<file path="config.mk">
export PLATFORM = sky130hd
export DESIGN_NAME = usb_fifo_reg_reader
export DESIGN_NICKNAME = d
export VERILOG_FILES = /design/src/rtl/usb_fifo_reg_reader_pkg.sv /design/src/rtl/usb_fifo_reg_reader.sv
export SDC_FILE = /design/constraint.sdc
export NUM_CORES = 1
export LEC_CHECK = 0
export ABC_CLOCK_PERIOD_IN_PS = 2200
export CAP_MARGIN = 40
export CORE_ASPECT_RATIO = 1.2
export CORE_MARGIN = 5
export CORE_UTILIZATION = 57
export CTS_BUF_LIST = sky130_fd_sc_hd__clkbuf_8
export CTS_CLUSTER_DIAMETER = 40
export DETAILED_ROUTE_END_ITERATION = 7
export DONT_BUFFER_PORTS = 1
export GPL_ROUTABILITY_DRIVEN = 0
export HOLD_SLACK_MARGIN = 0.05
export PLACE_DENSITY = 0.75
export SYNTH_ARGS = -nofsm -noshare
export SYNTH_HDL_FRONTEND = slang
export SYNTH_SLANG_ARGS = --single-unit
</file>
<file path="constraint.sdc">
create_clock -name cwusb_clk -period 2.2 [get_ports cwusb_clk]
set_clock_uncertainty 0.15 [all_clocks]
set_input_delay 0.33 -clock cwusb_clk [delete_from_list [all_inputs] [get_ports cwusb_clk]]
set_output_delay 0.33 -clock cwusb_clk [all_outputs]
set_load 0.005 [all_outputs]
</file>
<file path="src/rtl/usb_fifo_reg_reader_pkg.sv">
// Shared definitions for the capture-FIFO register reader:
// register addresses, status/control bit positions and prefetch FSM encoding.
package usb_fifo_reg_reader_pkg;

    localparam logic [7:0] FIFO_ADDR_DEF = 8'h20;
    localparam logic [7:0] STAT_ADDR_DEF = 8'h21;

    // Status byte 0 bit positions
    localparam int STAT_EMPTY     = 0;
    localparam int STAT_OVERFLOW  = 1;
    localparam int STAT_UNDERFLOW = 2;

    // Status byte 3 bit position
    localparam int STAT_HOLD_VALID = 0;

    // Control byte 0 bit positions
    localparam int CTRL_CLR_UNDERFLOW = 0;
    localparam int CTRL_FLUSH         = 7;

    typedef enum logic [1:0] {
        IDLE  = 2'd0,
        FETCH = 2'd1,
        LATCH = 2'd2
    } fetch_state_t;

    function automatic logic [7:0] word_byte(
        input logic [31:0] w,
        input logic [1:0]  idx
    );
        return w[8*idx +: 8];
    endfunction

endpackage

</file>
<file path="src/rtl/usb_fifo_reg_reader.sv">
// Byte-serial register view of a 32-bit capture FIFO with a one-word
// prefetch holding register plus a status/control register.
module usb_fifo_reg_reader
    import usb_fifo_reg_reader_pkg::*;
#(
    parameter int         pBYTECNT_SIZE = 7,
    parameter logic [7:0] pFIFO_ADDR    = FIFO_ADDR_DEF,
    parameter logic [7:0] pSTAT_ADDR    = STAT_ADDR_DEF,
    parameter int         pCOUNT_WIDTH  = 16
) (
    input  logic                     cwusb_clk,
    input  logic                     reset,
    input  logic [7:0]               reg_address,
    input  logic [pBYTECNT_SIZE-1:0] reg_bytecnt,
    input  logic [7:0]               reg_datao,
    output logic [7:0]               reg_datai,
    input  logic                     reg_read,
    input  logic                     reg_write,
    input  logic                     reg_addrvalid,
    output logic                     fifo_rd_en,
    input  logic [31:0]              fifo_dout,
    input  logic                     fifo_empty,
    input  logic                     fifo_overflow,
    input  logic [pCOUNT_WIDTH-1:0]  fifo_count,
    output logic                     fifo_flush
);

    fetch_state_t r_state;
    logic [31:0]  r_hold_word;
    logic         r_hold_valid;
    logic         r_underflow;
    logic         r_read_d;
    logic [7:0]   r_datai;
    logic         r_rd_en;
    logic         r_flush;

    logic         w_fifo_sel;
    logic         w_stat_sel;
    logic [1:0]   w_byte_idx;
    logic         w_consume;
    logic         w_ctrl_wr;
    logic         w_flush_wr;
    logic         w_clr_unf;
    logic         w_set_unf;
    logic [15:0]  w_count16;
    logic [7:0]   w_stat_byte;
    logic [7:0]   w_rd_byte;

    if (pCOUNT_WIDTH >= 16) begin : g_cnt_trunc
        assign w_count16 = fifo_count[15:0];
    end else begin : g_cnt_ext
        assign w_count16 = {{(16-pCOUNT_WIDTH){1'b0}}, fifo_count};
    end

    assign w_fifo_sel = reg_addrvalid && (reg_address == pFIFO_ADDR);
    assign w_stat_sel = reg_addrvalid && (reg_address == pSTAT_ADDR);
    assign w_byte_idx = reg_bytecnt[1:0];

    // Front end bumps bytecnt on this same edge, so the old index is seen here
    assign w_consume = r_read_d && !reg_read && w_fifo_sel
                     && (w_byte_idx == 2'd3);

    assign w_ctrl_wr  = reg_write && w_stat_sel && (reg_bytecnt == '0);
    assign w_flush_wr = w_ctrl_wr && reg_datao[CTRL_FLUSH];
    assign w_clr_unf  = w_ctrl_wr && reg_datao[CTRL_CLR_UNDERFLOW];
    assign w_set_unf  = reg_read && w_fifo_sel && !r_hold_valid;

    always_comb begin
        w_stat_byte = 8'h00;
        case (w_byte_idx)
            2'd0: begin
                w_stat_byte[STAT_EMPTY]     = fifo_empty;
                w_stat_byte[STAT_OVERFLOW]  = fifo_overflow;
                w_stat_byte[STAT_UNDERFLOW] = r_underflow;
            end
            2'd1: w_stat_byte = w_count16[7:0];
            2'd2: w_stat_byte = w_count16[15:8];
            default: w_stat_byte[STAT_HOLD_VALID] = r_hold_valid;
        endcase
    end

    always_comb begin
        w_rd_byte = 8'h00;
        unique case (1'b1)
            w_fifo_sel: begin
                if (r_hold_valid) begin
                    w_rd_byte = word_byte(r_hold_word, w_byte_idx);
                end
            end
            w_stat_sel: w_rd_byte = w_stat_byte;
            default:    w_rd_byte = 8'h00;
        endcase
    end

    // Prefetch FSM; a flush request overrides any fetch in flight
    always_ff @(posedge cwusb_clk) begin
        if (reset) begin
            r_state      <= IDLE;
            r_hold_word  <= 32'h0;
            r_hold_valid <= 1'b0;
            r_rd_en      <= 1'b0;
            r_flush      <= 1'b0;
        end else begin
            r_rd_en <= 1'b0;
            r_flush <= 1'b0;
            if (w_flush_wr) begin
                r_state      <= IDLE;
                r_hold_valid <= 1'b0;
                r_flush      <= 1'b1;
            end else begin
                unique case (r_state)
                    IDLE: begin
                        if (!r_hold_valid && !fifo_empty && !r_flush) begin
                            r_state <= FETCH;
                            r_rd_en <= 1'b1;
                        end
                    end
                    FETCH: r_state <= LATCH;
                    LATCH: begin
                        r_hold_word  <= fifo_dout;
                        r_hold_valid <= 1'b1;
                        r_state      <= IDLE;
                    end
                    default: r_state <= IDLE;
                endcase
                if (w_consume && (r_state != LATCH)) begin
                    r_hold_valid <= 1'b0;
                end
            end
        end
    end

    always_ff @(posedge cwusb_clk) begin
        if (reset) begin
            r_read_d <= 1'b0;
        end else begin
            r_read_d <= reg_read;
        end
    end

    always_ff @(posedge cwusb_clk) begin
        if (reset) begin
            r_underflow <= 1'b0;
        end else if (w_set_unf) begin
            r_underflow <= 1'b1;
        end else if (w_clr_unf) begin
            r_underflow <= 1'b0;
        end
    end

    always_ff @(posedge cwusb_clk) begin
        if (reset) begin
            r_datai <= 8'h00;
        end else if (reg_read) begin
            r_datai <= w_rd_byte;
        end
    end

    assign reg_datai  = r_datai;
    assign fifo_rd_en = r_rd_en;
    assign fifo_flush = r_flush;

endmodule
</file>
==> results.md, run 1 <==
| Step | Metric | Reported |
| --- | --- | --- |
| run status | Outcome | finished, final reports clean |
| floorplan | Placeable core area | 0.00559 sq mm |
| power | Internal power of the cells | 1.19 mW |
| power | Total power consumption of the routed design | 1.59 mW |
| grt | Antenna violations before repair | 0 |
| power | Part of the total power dissipated in the clock network | 32.0% |
| placement | Placed Area | 0.00321 sq mm |
| synth | Number of warning messages in the yosys log | 0 |
| timing | Transition time at the pin with the least slew margin | 0.435 ns |
| clock tree | Clock-pin slew of the registers on the worst-case setup and hold paths | 0.08 ns |
| final layout | Number of fillers in the final layout | 497 |
| critical path | Critical path launch point type | input port |
| power | Static Leakage | 1.05 nW |
| power | Power dissipated by switching net loads | 0.406 mW |
| power | Part of the power in registers | 57.4% |
| floorplan | Die extent in y | 92.5 um |
| critical path | Setup crit start | reset |
| timing | Crit path time final | 1.87 ns |
| placement | Final HPWL DP | 5630 um |
| synth | Sequential share of the synthesized area | 29.1% |
| timing | Setup-failing EPs final | 0 |
| synth | Post-Synthesis Cell Area | 0.00323 sq mm |
| timing | Pins Over Slew Limit | 0 |
| power | VDD IR-drop max | 0.000208 V |
| critical path | Slowest Stage Delay on Critical Path | 0.60 ns |
| final layout | Count of inserted antenna diode cells | 0 |
| floorplan | IO Count | 88 |
| grt | Largest net degree at the start of global routing | 101 |
| floorplan | DIE WIDTH | 78.7 um |
| synth | Number of enable flip-flop cells after synthesis | 0 |
| drt | Drt via density | 7.20 |
| power | Total power per unit cell area | 477 mW/mm^2 |
| power | Sw frac | 25.5% |
| clock tree | Number of sinks handled by clock tree synthesis | 47 |
| synth | Net count after synthesis | 479 |
| final layout | Fraction of final layout cells with drive strength greater than 1 | 7.42% |
| critical path | Highest fanout seen on the critical path | 100 |
| floorplan | Number of rows created at floorplan | 30 |
| final layout | Area overhead of the layout relative to synthesis | 3.18% |
| timing | Final sum of negative setup slack | 0 ns |
| timing | Maximum clock frequency | 534 MHz |
| final layout | Final #Nets | 446 |
| hold path | Class of the worst hold path | in -> reg |
| critical path | Cell-by-cell listing of the critical path | dlygate4sd3_1 > nor2b_1 > nand4_1 > or2_2 > o21ai_0 |
| critical path | Endpoint kind of the worst setup timing path | register |
| critical path | Reg2reg setup slack | 0.73 ns |
| critical path | Required time worst endpoint | 2.28 ns |
| timing | Worst slew margin relative to its limit | 70.9% |
| drt | Number of nets with antenna violations after routing | 0 |
| floorplan | Starting utilization of the core area | 57.8% |
| grt | Via count of the first global-routing pass | 2767 |
| placement | Quantity of I/O buffers inserted on ports | 0 |
| synth | Flops & latches, synth | 47 |
| critical path | Worst Setup Path Type | in -> reg |
| grt | Total global-route track usage | 24.0% |
| clock tree | Cts bufs inserted | 5 |
| synth | Post-synthesis cell type count | 36 |
| clock tree | Latest clock arrival within the worst-skew pair | 0.30 ns |
| hold path | Critical hold path startpoint | reg_address[0] |
| clock tree | Root buffer selected by CTS | clkbuf_8 |
| grt | Overflow left after global routing | 0 |
| critical path | Reg-to-reg critical path startpoint | r_state[0] |
| critical path | Arr. time, crit path | 1.95 ns |
| drt | Routed wire per std cell | 20.4 um |
| critical path | Crit-path slowest cell | dlygate4sd3_1 |
| clock tree | Clock tree from TritonCTS | yes |
| timing | Final hold violation count | 0 |
| timing | Setup repair after global routing missed its margin | false |
| timing | Worst slack on hold paths | 0.0668 ns |
| floorplan | Die area | 0.00728 sq mm |
| clock tree | Total number of H-tree levels | 2 |
| synth | Synthesized area per cell | 8.16 sq um |
| power | Combinational group share of total power | 10.6% |
| timing | Portion of the clock cycle consumed by the worst path in the final layout | 85.1% |
| synth | Most instantiated flip-flop cell in the synthesis netlist | dfxtp_1 |
| drt | Vias | 3081 |
| grt | Global-route wire length before repair | 14100 um |
| drt | Final routed DRC violation total | 0 |
| drt | Drt pass-1 iters | 5 |
| synth | Post-synthesis instance total | 396 |
| synth | Share of async-settable or async-resettable flops after synthesis | 0% |
| drt | Wire length after detailed routing | 8730 um |
| drt | Drt first-iter violations | 280 |
| clock tree | Number of buffers on the longest clock path | 2 |
| final layout | Final instance area | 0.00333 sq mm |
| flow run | Number of max-cap violations | 0 |
## registers in the layout, indices dropped and copies added (netlist names)
signal        count
r_hold_valid      1
r_read_d          1
fifo_flush        1
r_state           2
r_hold_word      32
fifo_rd_en        1
r_underflow       1
reg_datai         8
## repair_timing
item / 4_1_cts / 5_1_grt
buffers inserted: 0 / 0
hold buffers: 4 / 0
resized for setup: 0 / 0
endpoints found under the hold margin: 4 / 0
## synthesized netlist by cell type (2+ instances only)
library cell	instances	area share, %
dfxtp_1	47	29
clkbuf_1	45	5.2
nand2_1	36	4.2
nand3_1	36	5.6
o21ai_0	35	5.4
nor3b_1	33	7.7
or4_1	33	7.7
a31oi_1	32	6.2
nor4b_1	32	8.7
mux4_2	8	5.6
a22oi_1	7	1.6
nor3_1	7	1.1
a221o_1	5	1.5
ha_1	5	1.9
inv_1	4	0.46
nor2_1	4	0.46
a222oi_1	3	0.93
clkbuf_2	3	0.46
and2_1	2	0.39
and4_1	2	0.54
nor2b_1	2	0.39
## power groups by stage
stage | Clock (mW) | Combinational [mW] | Sequential, mW
final | 0.509 | 0.169 | 0.913
after global placement | 0 | 0.159 | 0.931
after CTS | 0.510 | 0.170 | 0.912
after global routing | 0.547 | 0.188 | 0.916
after detailed placement | 0 | 0.163 | 0.932
after floorplan | 0 | 0.178 | 0.918
## critical path: cells and delay by family
family | cells | cell delay (ns)
and+or+nand+nor | 3 | 0.86
buffers and inverters | 1 | 0.60
AOI/OAI and AO/OA | 1 | 0.15
## placed cells by master (no fill, tap or decap), types with 4 or more instances in the layout
cell	instances
buf_12	4
nand3_1	36
nand2_1	36
a31oi_1	32
mux4_2	8
ha_1	5
nor3_1	7
dlygate4sd3_1	4
inv_1	6
dfxtp_1	47
a22oi_1	7
nor4b_1	32
nor3b_1	33
or4_1	33
clkbuf_8	5
a221o_1	5
nor2_1	4
o21ai_0	35
## final cells by class
cell class / count / area, sq um / area share (%)
repair buffers: 9 / 128 / 3.83
well taps: 64 / 80.1 / 2.40
clock inverters: 3 / 12.5 / 0.375
clock buffers: 5 / 68.8 / 2.06
multi-input cells: 296 / 2090 / 62.7
inverters: 4 / 15.0 / 0.450
flip-flops and latches: 47 / 941 / 28.2
## metrics by stage
step,setup WS [ns],utilization (%),cells
floorplan,0.00365,-,396
CTS,0.345,59.6,428
global route,0.230,59.6,428
detailed placement,0.158,57.4,416
finish,0.328,59.6,428
global placement,0.207,57.4,416
## kinds of logic (layout without fill, tap and decap cells)
| family | count (synthesis) | count (layout) | synth area share [%] |
|---|---|---|---|
| simple gates | 197 | 197 | 40.4 |
| buf+inv | 53 | 21 | 6.31 |
| mux | 8 | 8 | 5.58 |
| compound gates | 86 | 86 | 16.7 |
| flops | 47 | 47 | 29.1 |
| fa+ha+maj | 5 | 5 | 1.94 |
## per-layer routing
| layer | GRT usage (%) | share of wire [%] | up-vias |
|---|---|---|---|
| met5 | 0 | 0 | - |
| met1 | 31.3 | 41 | 1476 |
| li1 | - | - | 1491 |
| met4 | 5.39 | 1.8 | 0 |
| met3 | 6.91 | 7.3 | 12 |
| met2 | 39.0 | 50 | 102 |
## path summary, 6_finish.rpt
check / end / cells past startpoint
max: reg_datai[1] / 5
min: reg_datai[0] / 2
max reg2reg: r_hold_word[24] / 5
min reg2reg: r_underflow / 2
(Power assumes the default switching activity.)
==> run 2, diff against run 1 <==
Settings changed: ABC_CLOCK_PERIOD_IN_PS 2200 to 1800, PLACE_DENSITY 0.75 to 0.72.
Clock period 2.2 ns to 1.8 ns, I/O delays scaled along.
==> run 2 against run 1 <==
Design area up 2.3%. Final cell count up 1.4%. First-iteration DRC count up 23%. Critical path depth down 1. Global-route usage up 0.11 points. Wire length up 1.5%. Core utilization up 1.3 points. Sequential power up 22%. Setup slack worse by 0.20 ns. Via count up 0.62%. Combinational power up 43%. Non-clock buffer count up 6. Highest routed layer unchanged.
==> results.md, run 2 (synthesis results as in run 1) <==
| Step | Metric | Reported | Change |
| --- | --- | --- | --- |
| final layout | Final standard cell utilization of the core | 60.9% | +1.3 points |
| clock tree | Cts bufs inserted | 5 | unchanged |
| clock tree | Total number of H-tree levels | 2 | unchanged |
| power | Static Leakage | 1.07 nW | +2.5% |
| timing | Setup-failing EPs final | 0 | unchanged |
| grt | Via count of the first global-routing pass | 2718 | -1.8% |
| drt | Vias | 3100 | +0.62% |
| floorplan | Starting utilization of the core area | 57.8% | unchanged |
| grt | Global-route wire length before repair | 14200 um | +0.88% |
| final layout | Final #Nets | 452 | +1.3% |
| clock tree | Clock-pin slew of the registers on the worst-case setup and hold paths | 0.09 ns | about the same |
| clock tree | Number of buffers on the longest clock path | 2 | unchanged |
| drt | Routed wire per std cell | 20.4 um | +0.14% |
| final layout | Final instance area | 0.00341 sq mm | +2.3% |
| timing | Setup repair after global routing missed its margin | false |  |
| floorplan | Die area | 0.00728 sq mm | unchanged |
| power | Sw frac | 26.5% | +0.96 points |
| clock tree | Number of sinks handled by clock tree synthesis | 47 | unchanged |
| placement | Final HPWL DP | 5480 um | -2.7% |
| drt | Drt via density | 7.14 | -0.77% |
| drt | Wire length after detailed routing | 8860 um | +1.5% |
| timing | Final hold violation count | 0 | unchanged |
| grt | Antenna violations before repair | 0 | unchanged |
| clock tree | Number of setup buffers added after CTS | 0 | unchanged |
| timing | Maximum clock frequency | 598 MHz |  |
| critical path | Worst Setup Path Type | in -> reg |  |
| critical path | Endpoint kind of the worst setup timing path | register |  |
| final layout | Leading cell types in the layout, fill and taps excluded | dfxtp_1, nand2_1, nand3_1 |  |
| final layout | Fraction of final layout cells with drive strength greater than 1 | 9.19% | +1.8 points |
| power | Internal power of the cells | 1.46 mW | +23% |
| power | VDD IR-drop max | 0.000383 V | +84% |
| floorplan | IO Count | 88 | unchanged |
| hold path | Class of the worst hold path | in -> reg |  |
| grt | Largest net degree at the start of global routing | 67 | -34% |
| drt | Drt first-iter violations | 343 | +23% |
| timing | Worst slew margin relative to its limit | 72.5% | +1.6 points |
| clock tree | Clock tree from TritonCTS | yes |  |
| floorplan | DIE WIDTH | 78.7 um | unchanged |
| grt | Overflow left after global routing | 0 | unchanged |
| drt | Number of nets with antenna violations after routing | 0 | unchanged |
| critical path | Critical register-to-register path endpoint | r_hold_word[26] |  |
| placement | Quantity of I/O buffers inserted on ports | 0 | unchanged |
| floorplan | Number of rows created at floorplan | 30 | unchanged |
| critical path | Arr. time, crit path | 1.71 ns | -0.24 ns |
| power | Part of the power in registers | 56.1% | -1.3 points |
| final layout | Combined area of the multi-input logic cells | 0.00211 sq mm | +0.84% |
| power | Power dissipated by switching net loads | 0.526 mW | +30% |
| critical path | Setup crit start | fifo_overflow |  |
| critical path | Worst r2r path cells | 5 | unchanged |
| clock tree | Cells resized by post-CTS repair | 0 | unchanged |
| power | Total power per unit cell area | 583 mW/mm^2 | +22% |
| critical path | Reg2reg setup slack | 0.23 ns | -0.50 ns |
| clock tree | Root buffer selected by CTS | clkbuf_8 |  |
| critical path | Required time worst endpoint | 1.84 ns | -0.44 ns |
| critical path | Critical path launch point type | input port |  |
| final layout | Area taken by flip-flops and latches | 941 sq um | unchanged |
| final layout | Area overhead of the layout relative to synthesis | 5.50% |  |
| final layout | Flip-flop count of the largest register after layout | 32 | unchanged |
| power | Total power consumption of the routed design | 1.99 mW | +25% |
| timing | Pins Over Slew Limit | 0 | unchanged |
| critical path | Reg-to-reg critical path startpoint | r_state[1] |  |
| final layout | Most common library cell in the layout ignoring fill and taps | dfxtp_1 |  |
| placement | Placed Area | 0.00325 sq mm | +1.1% |
| clock tree | Cts hold-fix bufs | 7 | +3 |
| critical path | Highest fanout seen on the critical path | 1 | -99% |
| run status | Outcome | finished, final reports clean |  |
| final layout | Number of fillers in the final layout | 497 | unchanged |
| timing | Transition time at the pin with the least slew margin | 0.412 ns | -0.0232 ns |
| critical path | Capture point of the worst path | reg_datai[1] |  |
| placement | Worst slack at placement | 0.00527 ns | -0.153 ns |
| drt | Drt pass-1 iters | 4 | -1 |
| floorplan | Die extent in y | 92.5 um | unchanged |
| grt | Total global-route track usage | 24.1% | +0.11 points |
| timing | Fin worst setup slack | 0.128 ns | -0.199 ns |
| final layout | Largest reg by FF count | r_hold_word |  |
| power | Part of the total power dissipated in the clock network | 31.8% | -0.2 points |
| drt | Final routed DRC violation total | 0 | unchanged |
| power | Combinational group share of total power | 12.1% | +1.5 points |
| timing | Portion of the clock cycle consumed by the worst path in the final layout | 92.9% |  |
| floorplan | Placeable core area | 0.00559 sq mm | unchanged |
| clock tree | Latest clock arrival within the worst-skew pair | 0.30 ns | about the same |
| timing | Crit path time final | 1.67 ns |  |
| final layout | Count of inserted antenna diode cells | 0 | unchanged |
| flow run | Number of max-cap violations | 0 | unchanged |
run 2: metal layers:
layer | track usage, % | part of all wire [%]
met5 | 0 | 0
met4 | 6.56 | 1.8
met3 | 6.52 | 8.2
met2 | 36.8 | 47
met1 | 33.3 | 43
run 2: worst min path at each step:
stage	start	endpoint	cells after the start
after detailed placement	reset	fifo_flush	1
final	reg_datao[7]	r_hold_word[31]	3
after global placement	reset	reg_datai[0]	1
after CTS	reset	r_hold_word[14]	3
after global routing	reg_datao[7]	r_hold_word[20]	3
after floorplan	reset	r_read_d	1
run 2: final cells by class:
type | count | share of cell area [%]
Multi-Input combinational cell | 296 | 61.8
Clock buffer | 5 | 2.02
Inverter | 4 | 0.661
Timing Repair Buffer | 15 | 5.21
Tap cell | 64 | 2.35
Clock inverter | 3 | 0.367
Sequential cell | 47 | 27.6
run 2: metrics by stage:
step | setup TNS, ns | hold slack [ns] | instances
global route | 0 | 0.0643 | 434
floorplan | -1.32 | 0.222 | 396
CTS | 0 | 0.0508 | 434
global placement | 0 | 0.200 | 419
finish | 0 | 0.0494 | 434
detailed placement | 0 | 0.201 | 419
run 2: power by group through the flow:
stage	clock network (mW)	logic, mW	registers, mW
3_5_place_dp	0	0.205	1.14
2_1_floorplan	0	0.229	1.12
5_1_grt	0.678	0.266	1.12
3_3_place_gp	0	0.200	1.14
4_1_cts	0.633	0.240	1.11
6_report	0.632	0.241	1.11
run 2: critical path, cell delays in order:
cell and delay [ns]:
dlygate4sd3_1 0.54, a222oi_1 0.22, dlygate4sd3_1 0.60, o21ai_0 0.07
